File: src/rtl/seg_scan_ctrl.sv
// -----------------------------------------------------------------------------
// seg_scan_ctrl
//
// Time-multiplexed scan controller for an 8-digit common-anode 7-segment
// display. It holds an 8-nibble display window plus a decimal-point mask and
// lights one digit at a time. Each digit slot starts with an all-anodes-off
// blanking interval to suppress ghosting. New windows may be loaded at any
// time but only become visible at a frame boundary, so a frame never shows a
// mix of two windows.
//
// Ports:
//   clk        - system clock, rising edge
//   rst_n      - asynchronous active-low reset
//   en         - scan enable; 0 forces the display dark
//   load       - one-cycle strobe capturing load_data/load_dp as pending
//   load_data  - eight nibbles, [31:28] = leftmost digit (AN[7])
//   load_dp    - decimal-point enables, bit i = DP of digit on AN[i]
//   digit      - nibble to the 7-segment decoder
//   dp_n       - decimal point, active low
//   AN         - digit enables, active low, at most one bit low
//   frame_done - one-cycle pulse in the last cycle of each completed frame
//
// Timing notes:
//   Every output is a register loaded from the *next* state, so the outputs
//   always describe the state the controller is currently in.
//   The frame boundary is the clock edge that enters BLANK with idx=0. The
//   cycle ending at that edge is the "boundary cycle": frame_done is high in
//   it (for a wrap from SHOW idx 7 only), and a load strobed in it goes
//   straight to the active window instead of the pending one.
// -----------------------------------------------------------------------------
module seg_scan_ctrl #(
    parameter int REFRESH_DIV = 100_000,
    parameter int BLANK_CYC   = 16
) (
    input  logic        clk,
    input  logic        rst_n,
    input  logic        en,
    input  logic        load,
    input  logic [31:0] load_data,
    input  logic [7:0]  load_dp,
    output logic [3:0]  digit,
    output logic        dp_n,
    output logic [7:0]  AN,
    output logic        frame_done
);

    localparam int CNT_W = (REFRESH_DIV > 1) ? $clog2(REFRESH_DIV) : 1;
    localparam logic [CNT_W-1:0] CNT_LAST   = CNT_W'(REFRESH_DIV - 1);
    localparam logic [CNT_W-1:0] BLANK_LAST = CNT_W'(BLANK_CYC - 1);

    typedef enum logic [1:0] {
        ST_IDLE  = 2'd0,
        ST_BLANK = 2'd1,
        ST_SHOW  = 2'd2
    } state_t;

    // Nibble for scan position idx; idx 0 is the leftmost digit.
    function automatic logic [3:0] pick_nibble(input logic [31:0] data,
                                               input logic [2:0]  idx);
        logic [3:0] nib;
        case (idx)
            3'd0:    nib = data[31:28];
            3'd1:    nib = data[27:24];
            3'd2:    nib = data[23:20];
            3'd3:    nib = data[19:16];
            3'd4:    nib = data[15:12];
            3'd5:    nib = data[11:8];
            3'd6:    nib = data[7:4];
            3'd7:    nib = data[3:0];
            default: nib = 4'h0;
        endcase
        return nib;
    endfunction

    state_t           state_r, state_s;
    logic [2:0]       idx_r, idx_s;
    logic [CNT_W-1:0] cnt_r, cnt_s;
    logic             boundary_s;

    logic [31:0]      active_data_r, active_data_s;
    logic [7:0]       active_dp_r, active_dp_s;
    logic [31:0]      pend_data_r, pend_data_s;
    logic [7:0]       pend_dp_r, pend_dp_s;
    logic             pend_r, pend_s;

    logic [2:0]       an_pos_s;
    logic [7:0]       an_s;
    logic [3:0]       digit_s;
    logic             dp_n_s;
    logic             frame_done_s;

    // Next-state logic: slot counter, digit index and frame-boundary detect.
    always_comb begin
        state_s    = state_r;
        idx_s      = idx_r;
        cnt_s      = cnt_r;
        boundary_s = 1'b0;
        case (state_r)
            ST_IDLE: begin
                idx_s = 3'd0;
                cnt_s = '0;
                if (en) begin
                    // Starting a scan is always a frame boundary.
                    state_s    = ST_BLANK;
                    boundary_s = 1'b1;
                end else begin
                    state_s = ST_IDLE;
                end
            end
            ST_BLANK, ST_SHOW: begin
                if (!en) begin
                    state_s = ST_IDLE;
                    idx_s   = 3'd0;
                    cnt_s   = '0;
                end else if (cnt_r == CNT_LAST) begin
                    state_s    = ST_BLANK;
                    idx_s      = idx_r + 3'd1;
                    cnt_s      = '0;
                    boundary_s = (idx_r == 3'd7);
                end else begin
                    cnt_s = cnt_r + {{(CNT_W-1){1'b0}}, 1'b1};
                    if ((state_r == ST_BLANK) && (cnt_r == BLANK_LAST)) begin
                        state_s = ST_SHOW;
                    end else begin
                        state_s = state_r;
                    end
                end
            end
            default: begin
                state_s = ST_IDLE;
                idx_s   = 3'd0;
                cnt_s   = '0;
            end
        endcase
    end

    // Window update: loads park in pending; the boundary promotes them.
    always_comb begin
        active_data_s = active_data_r;
        active_dp_s   = active_dp_r;
        pend_data_s   = pend_data_r;
        pend_dp_s     = pend_dp_r;
        pend_s        = pend_r;
        if (boundary_s) begin
            pend_s = 1'b0;
            if (load) begin
                // A load in the boundary cycle bypasses pending entirely.
                active_data_s = load_data;
                active_dp_s   = load_dp;
                pend_data_s   = load_data;
                pend_dp_s     = load_dp;
            end else if (pend_r) begin
                active_data_s = pend_data_r;
                active_dp_s   = pend_dp_r;
            end else begin
                active_data_s = active_data_r;
                active_dp_s   = active_dp_r;
            end
        end else if (load) begin
            pend_data_s = load_data;
            pend_dp_s   = load_dp;
            pend_s      = 1'b1;
        end else begin
            pend_s = pend_r;
        end
    end

    // Output decode from the next state so the registered outputs line up.
    always_comb begin
        an_s         = 8'hFF;
        digit_s      = 4'h0;
        dp_n_s       = 1'b1;
        frame_done_s = 1'b0;
        an_pos_s     = 3'd7 - idx_s;
        case (state_s)
            ST_IDLE: begin
                an_s = 8'hFF;
            end
            ST_BLANK: begin
                // Decoder input settles while every anode is still off.
                digit_s = pick_nibble(active_data_s, idx_s);
            end
            ST_SHOW: begin
                digit_s        = pick_nibble(active_data_s, idx_s);
                an_s[an_pos_s] = 1'b0;
                dp_n_s         = ~active_dp_s[an_pos_s];
                frame_done_s   = (idx_s == 3'd7) && (cnt_s == CNT_LAST);
            end
            default: begin
                an_s = 8'hFF;
            end
        endcase
    end

    // Control state registers.
    always_ff @(posedge clk or negedge rst_n) begin
        if (!rst_n) begin
            state_r <= ST_IDLE;
            idx_r   <= 3'd0;
            cnt_r   <= '0;
        end else begin
            state_r <= state_s;
            idx_r   <= idx_s;
            cnt_r   <= cnt_s;
        end
    end

    // Active and pending window registers.
    always_ff @(posedge clk or negedge rst_n) begin
        if (!rst_n) begin
            active_data_r <= 32'h0000_0000;
            active_dp_r   <= 8'h00;
            pend_data_r   <= 32'h0000_0000;
            pend_dp_r     <= 8'h00;
            pend_r        <= 1'b0;
        end else begin
            active_data_r <= active_data_s;
            active_dp_r   <= active_dp_s;
            pend_data_r   <= pend_data_s;
            pend_dp_r     <= pend_dp_s;
            pend_r        <= pend_s;
        end
    end

    // Registered display outputs.
    always_ff @(posedge clk or negedge rst_n) begin
        if (!rst_n) begin
            AN         <= 8'hFF;
            digit      <= 4'h0;
            dp_n       <= 1'b1;
            frame_done <= 1'b0;
        end else begin
            AN         <= an_s;
            digit      <= digit_s;
            dp_n       <= dp_n_s;
            frame_done <= frame_done_s;
        end
    end

endmodule

File: config.mk
export PLATFORM = sky130hd
export DESIGN_NAME = seg_scan_ctrl
export DESIGN_NICKNAME = d
export VERILOG_FILES = /design/src/rtl/seg_scan_ctrl.sv
export SDC_FILE = /design/constraint.sdc
export NUM_CORES = 1
export LEC_CHECK = 0
export CAP_MARGIN = 10
export CELL_PAD_IN_SITES_DETAIL_PLACEMENT = 0
export CELL_PAD_IN_SITES_GLOBAL_PLACEMENT = 2
export CORE_UTILIZATION = 36
export DETAILED_ROUTE_END_ITERATION = 8
export GPL_TIMING_DRIVEN = 0
export PLACE_DENSITY = 0.86
export SLEW_MARGIN = 0
export SYNTH_ARGS = -nofsm -noshare
export SYNTH_HDL_FRONTEND = slang
export SYNTH_SLANG_ARGS = --single-unit
File: constraint.sdc
create_clock -name clk -period 3.9 [get_ports clk]
set_input_delay 0.39 -clock clk [delete_from_list [all_inputs] [get_ports clk]]
set_output_delay 0.39 -clock clk [all_outputs]
set_load 0.05 [all_outputs]
==> key figures <==
Global routing
  • Remaining global-route overflow: 0
  • Vias in the first global route: 5424
  • First-pass GRT wire length: 29300 um
  • GRT Resource Usage Total: 22.0%
  • Initial antenna violation count: 0
  • Largest net degree at the start of global routing: 60

Floorplan
  • Die Area: 17400 um^2
  • Die height: 132 um
  • Core area: 16500 um^2
  • Die X: 132 um
  • # rows: 47
  • Initial Util: 36.7%
  • IO Pins: 58

Worst setup path
  • Worst path cell trace: ha_1, and3_1, buf_4, and4_1, buf_6, nand2_1, nand2_1, clkbuf_2, nor3b_2, ha_1, buf_4, nand3_2, or4_1, nor4_2
  • Cell family with the largest share of critical-path delay: simple AND/OR/NAND/NOR gates
  • CP endpoint kind: flip-flop
  • R2R Path Start: cnt_r[0]$_DFF_PN0_
  • Worst Path Required: 4220 ps
  • Worst path slowest cell: or4_1
  • CP startpoint kind: flip-flop
  • Worst path arrival time: 3970 ps
  • Crit path launch: cnt_r[0]$_DFF_PN0_
  • Critical Path Max Stage Delay: 560 ps
  • WS Path Type: flip-flop to flip-flop
  • CP Max Fanout: 10
  • Crit path buf inv count: 4

Timing
  • Highest Clock Rate: 0.274 GHz
  • Worst Skew: 15.1 ps
  • RSZ-0062 raised after global routing: false
  • Crit path time final: 3650 ps
  • Final setup fails: 0
  • Hold slack: 499 ps
  • Hold Vio Cnt, Final: 0
  • Slew HR: 26.0%
  • Period utilization: 93.5%
  • Slew @ Worst Pin: 1100 ps
  • Fin. max-slew vios: 0

Pwr
  • Sw Pwr: 1.04 mW
  • Pleak: 3.04 nW
  • Share of power burned in registers: 38.7%
  • Internal power: 2.79 mW
  • Clock share of power: 43.8%
  • Switching part of the total power: 27.1%
  • Cell Pwr Density: 505 nW/um^2
  • Total Power: 3.83 mW
  • Maximum VDD drop: 316 uV
  • Gate power share: 17.5%

Clock tree
  • CTS Buf Count: 17
  • Post-CTS Setup Bufs: 0
  • H-tree levels: 4
  • CTS Root Cell: clkbuf_16
  • CTS Buffer Depth: 2
  • CTS sink count: 117
  • CTS tree: built
  • Clk Latency, worst-skew pair: 420 ps
  • Worst-path clk slew: 50 ps

Logic synthesis
  • Post-Syn Instances: 634
  • Top-count cell post-synth: dfrtp_1
  • Yosys reg bits: 117
  • Top post-synthesis cells by area: dfrtp_1, mux2_2, nor2_1
  • Post-synthesis sequential area ratio: 48.5%
  • Post-synth top cells: dfrtp_1, nor2_1, o21ai_0, nand2_1
  • Unique masters post-synth: 63
  • Post-synth net total: 685
  • Synth Flop Type: dfrtp_1
  • Yosys top cell area share: 44.6%
  • EDFF count, synth: 0
  • Cell taking the most area after synthesis: dfrtp_1
  • Syn avg cell area: 9.56 um^2
  • Yosys warns: 0
  • Async SR Flop Fraction: 100%
  • Syn Std Cell Area: 6060 um^2

Placement
  • Post-DP HPWL: 13300 um
  • Port bufs: 57
  • Post-DP Area: 6940 um^2
  • Cell total after placement: 912
  • GPL Wtd Cong: 0.855

Finish
  • Fin area: 7590 um^2
  • Layout Nets: 763
  • Syn-to-layout area delta: 25.2%
  • Non-Filler Instances: 944
  • # diodes: 0
  • Final core utilization: 45.9%
  • Fraction of layout instances using a drive strength above 1: 13.1%

Min path
  • Worst hold path type: flip-flop to flip-flop
  • Origin of the worst min-delay path: pend_data_r[31]$_DFFE_PN0P_

Drt
  • Post-route DRC: 0
  • Detailed-route wire length per cell: 19.7 um
  • DR pass1 iterations: 5
  • 1st-iter DRT viols: 421
  • DRT antenna net count: 0
  • Mean number of vias per cell: 5.70
  • WL final: 18600 um
  • Via Count: 5380

Run status
  • Status: complete, no violations

Flow run
  • MaxCap Viol Count: 0
-- sequential cells by signal (all words and copies together) (netlist names), 3 cells and up --
register	flops
idx_r	3
active_dp_r	8
AN	8
active_data_r	32
pend_data_r	32
pend_dp_r	8
digit	4
cnt_r	17
-- per-stage QoR --
step                      setup TNS [ps]  worst slack [ps]
after floorplan                        0               680
final                                  0               253
after detailed placement           -86.4             -86.4
after global placement           -235750             -2140
after global routing                   0              11.8
after CTS                              0              5.25
-- power groups by stage --
stage	Clock [mW]	Sequential (mW)	Combinational, mW
after CTS	1.71	1.48	0.662
after global placement	0	1.48	0.637
after detailed placement	0	1.50	0.658
final	1.68	1.48	0.670
after floorplan	0	1.50	0.395
after global routing	1.76	1.50	0.730
-- layout make-up --
cell class                 count  area (um^2)
tap                          220          275
clock inverter                 8          146
fill                        1560         8940
sequential                   117         2940
clock buffer                  23          488
multi-input combinational    451         2850
timing repair buffer          59          609
inverter                      24         90.1
buffer                        42          188
-- per-layer routing --
metal | vias to the layer above | share of wire (%) | GRT usage [%]
li1 | 2485 | - | -
met1 | 2703 | 44 | 28.1
met2 | 169 | 49 | 36.7
met3 | 23 | 5.0 | 4.81
met4 | 0 | 1.9 | 7.62
met5 | - | 0 | 0
-- final timing paths --
kind                                                to  slack, ps  cells after the start
setup / recovery                  frame_done$_DFF_PN0_        250                     14
hold / removal             pend_data_r[31]$_DFFE_PN0P_        500                      1
setup reg to reg                  frame_done$_DFF_PN0_        250                     14
hold reg to reg            pend_data_r[31]$_DFFE_PN0P_        500                      1
max in group asynchronous           idx_r[1]$_DFF_PN0_       2670                      3
min in group asynchronous  pend_data_r[25]$_DFFE_PN0P_        520                      2
-- cell usage in the layout (no fill, tap or decap), types with 3 or more instances in the layout --
| cell | count |
|---|---|
| nand2_1 | 38 |
| nor4_1 | 3 |
| inv_1 | 24 |
| nand3_1 | 26 |
| or3_1 | 5 |
| mux2i_1 | 3 |
| a22oi_1 | 16 |
| a32oi_1 | 7 |
| and2_1 | 5 |
| buf_1 | 4 |
| mux2_2 | 29 |
| a221o_1 | 3 |
| nor3_1 | 16 |
| a32o_1 | 4 |
| nand3b_1 | 3 |
| nand2b_1 | 8 |
| o32ai_1 | 5 |
| ha_1 | 7 |
| a31oi_1 | 15 |
| o22ai_1 | 27 |
| nor4_2 | 4 |
| xor2_1 | 6 |
| o21ai_0 | 43 |
| and3_1 | 5 |
| buf_2 | 5 |
| dfrtp_1 | 108 |
| a22o_1 | 4 |
| clkbuf_1 | 30 |
| nor2b_1 | 5 |
| buf_6 | 3 |
| clkdlybuf4s50_1 | 56 |
| bufinv_16 | 4 |
| nor2_1 | 86 |
| clkbuf_16 | 17 |
| a21oi_1 | 22 |
| nand4_1 | 5 |
| dfstp_2 | 9 |
| clkbuf_8 | 4 |
| or4_1 | 4 |
| xnor2_1 | 10 |
-- cells by family after synthesis --
logic type                 Yosys count  synth area share, %
AOI/OAI and AO/OA                  168                 18.4
xor gates and xnor gates            16                 2.31
adders and majority gates            7                 1.45
buffers and inverters               66                 4.56
DFF                                117                 48.5
muxes                               33                 6.11
and+or+nand+nor                    227                 18.6
-- timing repair --
item | 4_1_cts | 5_1_grt
hold buffers | 1 | 0
gates resized for setup | 0 | 3
setup endpoints to repair | 0 | 1
hold endpoints to repair | 49 | 0
Power figures use the tool's default switching activity.
